[src/rtl/l1_mem_port_arbiter.sv]
// Arbitrates one downstream memory port between instruction fetch and data access.
// One transaction in flight at a time; data side wins unless fetch has starved.
module l1_mem_port_arbiter #(
    parameter int ADDR_W       = 32,
    parameter int DATA_W       = 32,
    parameter int STARVE_LIMIT = 4
) (
    input  logic                clk,
    input  logic                reset,
    input  logic                i_rd_en,
    input  logic [ADDR_W-1:0]   i_addr,
    output logic [DATA_W-1:0]   i_rd_data,
    output logic                i_stall,
    input  logic                d_rd_en,
    input  logic                d_wr_en,
    input  logic [ADDR_W-1:0]   d_addr,
    input  logic [DATA_W/8-1:0] d_wr_mask,
    input  logic [DATA_W-1:0]   d_wr_data,
    output logic [DATA_W-1:0]   d_rd_data,
    output logic                d_stall,
    output logic                mem_req,
    output logic                mem_we,
    output logic [ADDR_W-1:0]   mem_addr,
    output logic [DATA_W/8-1:0] mem_wmask,
    output logic [DATA_W-1:0]   mem_wdata,
    input  logic                mem_gnt,
    input  logic                mem_rvalid,
    input  logic [DATA_W-1:0]   mem_rdata
);
    localparam int MASK_W = DATA_W / 8;
    localparam int CNT_W  = $clog2(STARVE_LIMIT + 1);
    localparam logic [CNT_W-1:0] CNT_MAX = CNT_W'(STARVE_LIMIT);
    localparam logic OWN_I = 1'b0;
    localparam logic OWN_D = 1'b1;

    typedef enum logic [1:0] {IDLE, ISSUE, WAIT, DONE} state_t;

    typedef struct packed {
        logic              we;
        logic [ADDR_W-1:0] addr;
        logic [MASK_W-1:0] mask;
        logic [DATA_W-1:0] wdata;
    } mem_cmd_t;

    state_t            state_q, state_d;
    logic              owner_q, owner_d;
    logic [CNT_W-1:0]  starve_q, starve_d;
    mem_cmd_t          cmd_q, cmd_d;
    logic [DATA_W-1:0] i_rd_q, i_rd_d;
    logic [DATA_W-1:0] d_rd_q, d_rd_d;

    logic d_pend, pick_i, done;

    always_comb begin
        state_d  = state_q;
        owner_d  = owner_q;
        starve_d = starve_q;
        cmd_d    = cmd_q;
        i_rd_d   = i_rd_q;
        d_rd_d   = d_rd_q;
        d_pend   = d_rd_en | d_wr_en;
        pick_i   = i_rd_en && (!d_pend || starve_q == CNT_MAX);
        case (state_q)
            IDLE: begin
                if (i_rd_en || d_pend) begin
                    state_d = ISSUE;
                    if (pick_i) begin
                        owner_d     = OWN_I;
                        cmd_d.we    = 1'b0;
                        cmd_d.addr  = i_addr;
                        cmd_d.mask  = '0;
                        cmd_d.wdata = '0;
                        starve_d    = '0;
                    end else begin
                        owner_d     = OWN_D;
                        cmd_d.we    = d_wr_en;
                        cmd_d.addr  = d_addr;
                        cmd_d.mask  = d_wr_mask;
                        cmd_d.wdata = d_wr_data;
                        // Count only grants that made a waiting fetch wait longer.
                        if (!i_rd_en)
                            starve_d = '0;
                        else if (starve_q != CNT_MAX)
                            starve_d = starve_q + 1'b1;
                    end
                end
            end
            ISSUE: if (mem_gnt) state_d = WAIT;
            WAIT: begin
                if (mem_rvalid) begin
                    state_d = DONE;
                    if (owner_q == OWN_I)
                        i_rd_d = mem_rdata;
                    else if (!cmd_q.we)
                        d_rd_d = mem_rdata;
                end
            end
            DONE: state_d = IDLE;
            default: state_d = IDLE;
        endcase
    end

    always_ff @(posedge clk or posedge reset) begin
        if (reset) begin
            state_q  <= IDLE;
            owner_q  <= OWN_I;
            starve_q <= '0;
            cmd_q    <= '0;
            i_rd_q   <= '0;
            d_rd_q   <= '0;
        end else begin
            state_q  <= state_d;
            owner_q  <= owner_d;
            starve_q <= starve_d;
            cmd_q    <= cmd_d;
            i_rd_q   <= i_rd_d;
            d_rd_q   <= d_rd_d;
        end
    end

    assign done      = (state_q == DONE);
    assign mem_req   = (state_q == ISSUE);
    assign mem_we    = cmd_q.we;
    assign mem_addr  = cmd_q.addr;
    assign mem_wmask = cmd_q.mask;
    assign mem_wdata = cmd_q.wdata;
    assign i_rd_data = i_rd_q;
    assign d_rd_data = d_rd_q;
    // A side that dropped its request never stalls, even if its access is in flight.
    assign i_stall   = i_rd_en && !(done && owner_q == OWN_I);
    assign d_stall   = d_pend && !(done && owner_q == OWN_D);
endmodule

[config.mk]
export PLATFORM = sky130hd
export DESIGN_NAME = l1_mem_port_arbiter
export DESIGN_NICKNAME = d
export VERILOG_FILES = /design/src/rtl/l1_mem_port_arbiter.sv
export SDC_FILE = /design/constraint.sdc
export NUM_CORES = 1
export LEC_CHECK = 0
export ABC_AREA = 1
export CAP_MARGIN = 20
export CELL_PAD_IN_SITES_DETAIL_PLACEMENT = 1
export CELL_PAD_IN_SITES_GLOBAL_PLACEMENT = 1
export CORE_MARGIN = 2
export CORE_UTILIZATION = 26
export CTS_CLUSTER_SIZE = 14
export DETAILED_ROUTE_END_ITERATION = 6
export PLACE_DENSITY = 0.79
export SLEW_MARGIN = 10
export SYNTH_ARGS = -nofsm -noshare
export SYNTH_HDL_FRONTEND = slang
export SYNTH_SLANG_ARGS = --single-unit
[constraint.sdc]
create_clock -name clk -period 4.7 [get_ports clk]
set_clock_uncertainty 0.2 [all_clocks]
set_input_delay 0.94 -clock clk [delete_from_list [all_inputs] [get_ports clk]]
set_output_delay 0.94 -clock clk [all_outputs]
set_load 0.005 [all_outputs]
==> impl_metrics.json <==
{
  "status": "finished, final reports clean",
  "cp.required_ns": 3.56,
  "critPathKind": "in2out",
  "antenna_found_initial": 1,
  "grt_pass1_vias": 6218,
  "h-tree-depth": 4,
  "clockPowerShare_pct": 23.1,
  "power_frac_comb_pct": 42.1,
  "yosys_register_bits": 139,
  "numCtsBuffers": 17,
  "grt_max_degree": 72,
  "dr.first_iter.drc_count": 295,
  "ir_drop_uv": 253.0,
  "cp.arrival_ns": 2.21,
  "postSynthAreaPerCell_um2": 8.268,
  "fmaxAchievable_mhz": 298.2,
  "pre_cts_ws_ns": 1.339,
  "fin_crit_sh_pct": 71.36,
  "slew-limit-headroom_pct": 33.16,
  "grt_pass1_wl_um": 33480,
  "cts_resized": 0,
  "power.leakage_nw": 4.806,
  "cts_hold_buf": 0,
  "grtUsageTotal_pct": 17.46,
  "dieArea_mm2": 0.02435,
  "ys_types": 16,
  "finalHoldViolations": 0,
  "min_path_type": "reg2reg",
  "hpwl_um": 14620,
  "routabilityCongestion": 0.7824,
  "rsz0062_at_grt": "false",
  "drc_errors": 0,
  "root_buffer": "clkbuf_16",
  "placed_cells": 1253,
  "tritoncts": "done",
  "rows": 55,
  "num-nets-final": 1135,
  "die_y_um": 156.0,
  "final_cells": 1288,
  "cts.reportedPaths.clkPinSlew_ns": 0.07,
  "drive_above_1_share_pct": 4.890,
  "tns_ns": 0,
  "timing.hold.ws_ns": 0.2777,
  "setup_ws_ns": 1.346,
  "syn_inst": 727,
  "cp-start-kind": "primary input",
  "clk_latency_ns": 0.41,
  "worst_slew_pin_slew_ns": 1.003,
  "routedWlPerCell_um": 16.29,
  "p_sw_share_pct": 34.80,
  "p_int_w": 0.003873,
  "cts_sinks": 139,
  "io_buffers": 274,
  "fillers": 2625,
  "p_per_area_mw_per_mm2": 613.7,
  "postCtsSetupBuffers": 0,
  "drv_cap": 0,
  "ant_nets": 0,
  "viasPerCell": 4.418,
  "syn_nets": 873,
  "fp.coreArea_mm2": 0.02264,
  "wirelength_um": 20980,
  "slew_viol_final": 0,
  "drt-pass1-iter-count": 4,
  "areaGrowthSynthToFinish_pct": 61.03,
  "synth_area_mm2": 0.006011,
  "initial_core_util_pct": 26.55,
  "cp_max_fo": 3,
  "pwr-share-seq_pct": 34.9,
  "io-pin-count": 275,
  "cts_buffer_depth": 2,
  "via_count": 5691,
  "power.switching_w": 0.002067,
  "critical_path.endpoint_type": "primary output",
  "period_needed_ns": 3.354,
  "finalPower_w": 0.005941,
  "yosysWarnings": 0,
  "grt_overflow": 0,
  "seq_area_frac_synth_pct": 57.87,
  "setup-violations-final": 0,
  "fp.dieW_um": 156.0
}
==> metrics by stage <==
step	area (um^2)	util [%]
floorplan	6015	-
global placement	9031	39.89
detailed placement	9031	39.89
CTS	9629	42.53
global route	9679	42.75
finish	9679	42.75
==> power by group through the flow <==
stage / Combinational (W) / Sequential, W / Clock, W
2_1_floorplan: 0.000920 / 0.00210 / 0
3_3_place_gp: 0.00244 / 0.00207 / 0
3_5_place_dp: 0.00252 / 0.00208 / 0
4_1_cts: 0.00254 / 0.00208 / 0.00142
5_1_grt: 0.00279 / 0.00215 / 0.00147
6_report: 0.00250 / 0.00207 / 0.00137
==> state kept, by name, summed over array words and instances, names as in the netlist <==
register   flops
mem_wmask      4
d_rd_data     32
i_rd_data     32
mem_we         1
mem_wdata     32
starve_q       3
owner_q        1
state_q        2
mem_addr      32
==> worst paths after layout <==
kind / start / end / slack (ns) / cells past startpoint
max in group asynchronous: reset / mem_wdata[12] / 2.57 / 3
min in group asynchronous: reset / i_rd_data[13] / 0.90 / 2
worst max register to register: state_q[1] / starve_q[1] / 2.30 / 7
worst max-delay path: i_rd_en / i_stall / 1.35 / 4
worst min register to register: mem_addr[31] / mem_addr[31] / 0.28 / 2
worst min-delay path: mem_addr[31] / mem_addr[31] / 0.28 / 2
==> Yosys cell counts, drive strengths merged <==
| cell type | count | share of area, % |
|---|---|---|
| ha | 7 | 1.5 |
| clkbuf | 23 | 1.4 |
| nand2 | 252 | 16 |
| nand3 | 103 | 8.6 |
| xor2 | 1 | 0.15 |
| a21oi | 3 | 0.44 |
| o21ai | 69 | 5.7 |
| or2 | 1 | 0.10 |
| nand4 | 2 | 0.21 |
| inv | 108 | 6.7 |
| nor2 | 2 | 0.12 |
| dfrtp | 139 | 58 |
| buf | 17 | 1.4 |
==> layout by cell type (no fill, tap or decap), types with 2 or more instances in the layout <==
cell,Yosys,final
nand2_1,252,249
nand3_1,103,103
buf_4,0,5
clkinv_4,0,4
o21ai_0,67,67
a21oi_1,2,2
clkbuf_16,0,17
clkdlybuf4s50_1,0,274
inv_6,0,6
inv_8,0,2
ha_1,7,7
nand4_1,2,2
clkinv_8,0,2
nand2_2,0,3
dfrtp_1,139,139
inv_1,107,106
nor2_1,2,2
buf_12,0,3
==> cell families after synthesis <==
logic type / synth area share [%]
AND/OR/NAND/NOR: 24.75
buffers and inverters: 9.596
flip-flops: 57.87
AO/OA/AOI/OAI: 6.182
adder cells (fa/ha/maj): 1.457
XOR/XNOR: 0.1457
==> critical path, stage by stage <==
cell and delay (ns):
clkdlybuf4s50_1 0.48, inv_1 0.10, a21oi_1 0.17, clkdlybuf4s50_1 0.52
==> layer usage <==
metal	track usage [%]	share of wire (%)
met1	20.92	42
met2	30.15	50
met3	5.028	6.1
met4	5.767	2.1
met5	0	0
==> final cells by class <==
class	count	area, um^2	area share, %
sequential	139	3478	35.94
tap	285	356.6	3.684
multi-input combinational	440	1967	20.32
antenna	1	2.502	0.02585
timing repair buffer	283	2868	29.63
inverter	108	409.1	4.227
clock buffer	17	425.4	4.395
clock inverter	15	172.7	1.784
No activity file was read; power rests on OpenSTA's default activity.
